$ cat src/rtl/mem_fill_pkg.sv
// ============================================================================
//  mem_fill_pkg
//  Shared state encoding and fill-mode constants for mem_fill_engine.
//  Revision: 1.0  initial release
// ============================================================================
`default_nettype none

package mem_fill_pkg;

    typedef enum logic [1:0] {
        IDLE = 2'd0,
        FILL = 2'd1,
        DONE = 2'd2
    } fill_state_t;

    localparam logic MODE_CONST = 1'b0;
    localparam logic MODE_INC   = 1'b1;

endpackage

`default_nettype wire

$ cat src/rtl/mem_fill_engine.sv
// ============================================================================
//  mem_fill_engine
//  Writes a programmable, wrapping address range of a single-port RAM with a
//  constant or incrementing pattern, honouring ram_ready stalls and abort.
//  Revision: 1.0  initial release
// ============================================================================
`default_nettype none

module mem_fill_engine
    import mem_fill_pkg::*;
#(
    parameter int ADDR_W = 6,
    parameter int DATA_W = 2
) (
    input  logic              clk,
    input  logic              rst,
    input  logic              start,
    input  logic              abort,
    input  logic              mode,
    input  logic [ADDR_W-1:0] base_addr,
    input  logic [ADDR_W-1:0] count_m1,
    input  logic [DATA_W-1:0] fill_value,
    input  logic              ram_ready,
    output logic              ram_we,
    output logic [ADDR_W-1:0] ram_addr,
    output logic [DATA_W-1:0] ram_data,
    output logic              busy,
    output logic              done
);

    fill_state_t       r_state;
    logic [ADDR_W-1:0] r_addr;
    logic [ADDR_W-1:0] r_rem;
    logic [DATA_W-1:0] r_data;
    logic              r_mode;

    always_ff @(posedge clk or posedge rst) begin
        if (rst) begin
            r_state <= IDLE;
            r_addr  <= '0;
            r_rem   <= '0;
            r_data  <= '0;
            r_mode  <= MODE_CONST;
        end else begin
            case (r_state)
                IDLE: begin
                    if (start) begin
                        r_addr  <= base_addr;
                        r_rem   <= count_m1;
                        r_data  <= fill_value;
                        r_mode  <= mode;
                        r_state <= FILL;
                    end
                end
                FILL: begin
                    // Abort wins over ram_ready: the word on the bus this cycle is dropped.
                    if (abort) begin
                        r_state <= IDLE;
                    end else if (ram_ready) begin
                        if (r_rem == '0) begin
                            r_state <= DONE;
                        end else begin
                            r_addr <= r_addr + ADDR_W'(1);
                            r_rem  <= r_rem - ADDR_W'(1);
                            if (r_mode == MODE_INC) begin
                                r_data <= r_data + DATA_W'(1);
                            end
                        end
                    end
                end
                DONE: begin
                    if (!start) begin
                        r_state <= IDLE;
                    end
                end
                default: r_state <= IDLE;
            endcase
        end
    end

    // Strobes depend on the state register only, so no input reaches an output combinationally.
    assign ram_we   = (r_state == FILL);
    assign busy     = (r_state == FILL);
    assign done     = (r_state == DONE);
    assign ram_addr = r_addr;
    assign ram_data = r_data;

endmodule

`default_nettype wire

$ cat config.mk
export PLATFORM = sky130hd
export DESIGN_NAME = mem_fill_engine
export DESIGN_NICKNAME = d
export VERILOG_FILES = /design/src/rtl/mem_fill_pkg.sv /design/src/rtl/mem_fill_engine.sv
export SDC_FILE = /design/constraint.sdc
export NUM_CORES = 1
export LEC_CHECK = 0
export CAP_MARGIN = 20
export CORE_MARGIN = 5
export CORE_UTILIZATION = 40
export CTS_CLUSTER_DIAMETER = 100
export CTS_CLUSTER_SIZE = 10
export DETAILED_ROUTE_END_ITERATION = 8
export PLACE_DENSITY = 0.69
export SYNTH_ARGS = -nofsm -noshare
export SYNTH_HDL_FRONTEND = slang
export SYNTH_SLANG_ARGS = --single-unit
$ cat constraint.sdc
create_clock -name clk -period 4.5 [get_ports clk]
set_input_delay 1.125 -clock clk [delete_from_list [all_inputs] [get_ports clk]]
set_output_delay 1.125 -clock clk [all_outputs]
set_load 0.05 [all_outputs]
=== Word-level counts from Yosys, hierarchy flattened ===
Cells that the tools add are included.

* Output and inout bits: 11
* Word-level logic and storage cells: 47
* Input bits: 20
* Flip-flop bits (word level): 17

* Add/subtract/negate cells: 3
* Equality and inequality tests: 10
* Mux-type cells: 22
* Reduce and logical (&&, ||, !) cells: 7

{| class="wikitable"
|+ Operators with widths
! kind !! count
|-
| two-way mux 6 bit || 8
|-
| case mux 6 bit (2 select lines) || 2
|-
| two-way mux 2 bit || 10
|-
| != test 2 bit (second input constant) || 5
|-
| adder 6 x 1 -> 6 bit (second input constant) || 1
|-
| zero test 6 bit || 1
|-
| case mux 2 bit (3 select lines) || 1
|-
| AND reduction 6 bit || 1
|-
| subtractor 6 x 1 -> 6 bit (second input constant) || 1
|-
| AND reduction 5 bit || 1
|-
| case mux 2 bit (2 select lines) || 1
|-
| AND reduction 4 bit || 1
|-
| != test 3 x 2 -> 1 bit (second input constant) || 1
|-
| != test 3 bit (second input constant) || 1
|-
| adder 2 x 1 -> 2 bit (second input constant) || 1
|-
| equality test 2 x 1 -> 1 bit (second input constant) || 1
|-
| equality test 2 bit (second input constant) || 1
|-
| zero test 2 bit || 1
|-
| != test 2 x 1 -> 1 bit (second input constant) || 1
|-
| AND reduction 2 bit || 1
|-
| nonzero test 2 bit || 1
|}

=== Longest topological paths before layout ===
* Depth in word-level cells: 6
* Gate-level depth with buffers: 7
* Mapped depth without buffers: 6

=== Least setup slack after synthesis ===
No wires, ideal clock.

* Path kind: reg2out
* Start: reg r_state[1]
* End: out ram_we
* Path buffers: 2
* Slack: 2.066 ns
* Stages on the path, launching flop included: 5
* Data required time: 3.375 ns
* Data arrival time: 1.309 ns
* Path through: dfrtp_1 -> nand2b_1 -> inv_1 -> buf_2 -> buf_4

* Word-level cells in the longest chain between the ends: 1

{| class="wikitable"
|+ RTL lines
! what !! RTL line !! source
|-
| from (decl) || mem_fill_engine.sv:31 || <nowiki>fill_state_t r_state;</nowiki>
|-
| from (signal assigned) || mem_fill_engine.sv:39 || <nowiki>r_state <= IDLE;</nowiki>
|-
| from (signal assigned) || mem_fill_engine.sv:52 || <nowiki>r_state <= FILL;</nowiki>
|-
| from (signal assigned) || mem_fill_engine.sv:58 || <nowiki>r_state <= IDLE;</nowiki>
|-
| equality test 2 x 1 -> 1 bit || - ||
|-
| to (decl) || mem_fill_engine.sv:24 || <nowiki>output logic ram_we,</nowiki>
|}

Every way passes these cells.

=== Worst setup path after layout ===
* Start: reg r_state[0]
* End: out ram_we

* Word-level cells in the longest chain between the ends: 1

{| class="wikitable"
|+ RTL lines
! what !! RTL line !! source
|-
| equality test 2 x 1 -> 1 bit || mem_fill_engine.sv:82 || <nowiki>assign ram_we = (r_state == FILL);</nowiki>
|}

Every way passes these cells.

==> flow_metrics.tcl <==
set metrics [dict create \
    via_per_inst 5.93 \
    synthDominantAreaCellType "sky130_fd_sc_hd__dfrtp_1" \
    clock.fmax_mhz 287 \
    numCtsBuffers 3 \
    die_area_sq_um 3950 \
    number_of_antenna_violations_at_the_first_check_in_global_routing 0 \
    worstHoldPathType "flop to flop" \
    crit_type "flop to output port" \
    detailedRoute.firstIterationViolations 51 \
    yosysUniqueCellTypes 36 \
    detailed_place_hpwl_mm 2.14 \
    number_of_cells_in_the_finished_layout_apart_from_fillers 182 \
    worst_slack_ns 1.01 \
    tritoncts "done" \
    synth.yosys.warnings 0 \
    postCtsSetupRepairBufs 0 \
    die_width_um 62.9 \
    initial_core_util_pct 41.3 \
    final.setup_skew_ns 0.0229 \
    routabilityCongestion 0.758 \
    combinational_family_with_the_most_area_after_synthesis "compound AO/OA/AOI/OAI gates" \
    synth_edf_count 0 \
    global_route_total_usage_across_every_layer_pct 15.0 \
    area_of_the_mapped_netlist_sq_um 1120 \
    post-place-cells 178 \
    synthesized_area_fraction_occupied_by_ao_oa_aoi_and_oai_cells_pct 27.4 \
    synth_mux_area_share_pct 2.80 \
    timing.final.crit_share_pct 77.5 \
    global_route_wire_length_before_repair_mm 4.86 \
    max-clock-path-buffers 2 \
    detail_route.wl_per_cell_um 15.9 \
    cts-resized-gates 0 \
    placement.io_buffers 30 \
    core_sq_um 2710 \
    synthMostInstantiatedCell "sky130_fd_sc_hd__dfrtp_1" \
    netlist_top_cells_count "sky130_fd_sc_hd__dfrtp_1, sky130_fd_sc_hd__nor2_1, sky130_fd_sc_hd__o21ai_0" \
    ctsRootBufferMaster "sky130_fd_sc_hd__clkbuf_4" \
    synthTopCellsByArea "sky130_fd_sc_hd__dfrtp_1, sky130_fd_sc_hd__o31ai_1, sky130_fd_sc_hd__o21ai_0" \
    cap_violations 0 \
    postSynth.topFlopCell "sky130_fd_sc_hd__dfrtp_1" \
    grt_remaining_overflow 0 \
    timing.hold.worst_path_depth 1 \
    placement_setup_slack_ns 1.33 \
    area.sequential_sq_um 425 \
    post_synth_xor_area_fraction_pct 0 \
    reg2reg_slack_ns 2.64 \
    tightestPinTransition_ns 0.656 \
    end_kind "output port" \
    design.portCount 31 \
    asyncSetResetFlopFracSynth_pct 100 \
    layout.nets 175 \
    antennaDiodeCount 0 \
    source_to_sink_clock_delay_at_the_later_pin_of_the_worst_skew_pair_ns 0.31 \
    chipHeight_um 62.9 \
    synth_sequential_area_ratio_pct 38.0 \
    power.density_cell_area_nw_per_um2 682 \
    cts.htree.levels 1 \
    syn-instance-count 124 \
    largest_net_degree_at_the_start_of_global_routing 23 \
    synth.avg_cell_area_sq_um 9.02 \
    crit_path_max_fanout 22 \
    max-vdd-ir-drop_uv 443 \
    netlist.area_leader.share_pct 38.0 \
    first_global_vias 1077 \
    core.rowCount 19 \
    timing.slew.headroom_pct 56.2 \
    cts_num_sinks 17 \
    run_status "finished clean" \
    route.vias.total 1080 \
    worstPathArrival_ns 2.36 \
    wl_mm 2.90 \
    cp-start-kind "flop" \
    synth-adder-area-share_pct 3.36 \
    required_ns 3.38 \
    flow.area_growth_from_synthesis_pct 28.2 \
    worst_hold_slack_ns 0.513 \
    multiInputGateArea_sq_um 616 \
    drive_above_1_share_pct 6.62 \
    finalCriticalPeriod_ns 3.49 \
    drt.antenna.violating_nets 0 \
    synthSimpleGateAreaFrac_pct 21.5 \
    number_of_design_rule_violations_left_after_detail_routing 0 \
    count_of_hold_buffers_inserted_by_post_cts_repair 0 \
    postSynthRegisterBits 17 \
    report.final.slew_viol_count 0 \
    filler_cell_count 271 \
    clk_pin_slew_ns 0.09 \
    syn-num-nets 147 \
    hold_viol_final 0 \
    rsz_0062_raised_after_global_routing "false" \
    setup_viol_count_final 0 \
    rr_worst_depth 4 \
    power.leakage_nw 0.603 \
    setup_tns_ns 0 \
    number_of_detailed_route_iterations_in_the_first_pass 4 \
]
final cells by class:
cell class                 count  share of cell area [%]
multi-input combinational     94                    42.9
clock inverter                 1                   0.349
clock buffer                   3                    1.57
inverter                       5                    1.31
sequential                    17                    29.7
tap                           31                    2.71
timing repair buffer          31                    21.5
path summary, 6_finish.rpt:
check / from / to
max in group asynchronous: rst / r_state[0]
worst max-delay path: r_state[0] / ram_we
worst max register to register: r_rem[2] / r_rem[1]
worst min register to register: r_state[1] / r_state[0]
min in group asynchronous: rst / r_rem[5]
worst min-delay path: r_state[1] / r_state[0]
worst max-delay path, stage by stage (launching register included):
cell	delay [ns]
sky130_fd_sc_hd__dfrtp_1	0.52
sky130_fd_sc_hd__nand2b_1	0.09
sky130_fd_sc_hd__buf_4	0.21
sky130_fd_sc_hd__inv_1	0.37
sky130_fd_sc_hd__clkdlybuf4s50_1	0.89
registers in the layout, summed over array words and instances (netlist names):
| signal | count |
|---|---|
| ram_data | 2 |
| r_mode | 1 |
| r_rem | 6 |
| ram_addr | 6 |
| r_state | 2 |
routing by layer:
metal	wire length, um	share of wire, %	vias to the layer above	GRT usage [%]
met5	0	0	-	0
met4	37	1.3	0	5.57
met3	121	4.2	4	1.98
met2	1400	48	34	24.4
met1	1350	46	529	20.0
li1	-	-	513	-
placed cells by master, fill, tap and decap left out, drive strengths merged:
cell	instances
clkdlybuf4s50	30
dfrtp	17
nor2	14
o21ai	11
o31ai	9
a21oi	8
nand2b	6
inv	5
nand2	5
nand3	4
and3	4
o22ai	3
ha	3
clkbuf	3
nor2b	2
a2bb2oi	2
a211oi	2
mux2i	2
nor3b	2
nor3	2
a22oi	2
o41ai	2
a31oi	2
a21o	1
nor4	1
a31o	1
a21boi	1
a221oi	1
and2	1
mux2	1
a211o	1
nand4	1
clkinv	1
buf	1
power by group:
| part | internal [mW] | switching, mW |
|---|---|---|
| registers | 0.221 | 0.0925 |
| clock network | 0.0331 | 0.0519 |
| logic | 0.222 | 0.357 |
cell families after synthesis:
group,count (synthesis)
buf+inv,13
fa+ha+maj,3
compound gates,46
flops,17
mux,3
simple gates,42
through the flow:
step | util [%] | power [mW] | instance area [sq um]
2_1_floorplan | - | 0.733 | 1120
3_3_place_gp | 51.9 | 0.878 | 1410
3_5_place_dp | 51.9 | 0.894 | 1410
4_1_cts | 52.9 | 0.980 | 1430
5_1_grt | 52.9 | 1.05 | 1430
6_report | 52.9 | 0.977 | 1430
Power figures use the tool's default switching activity.
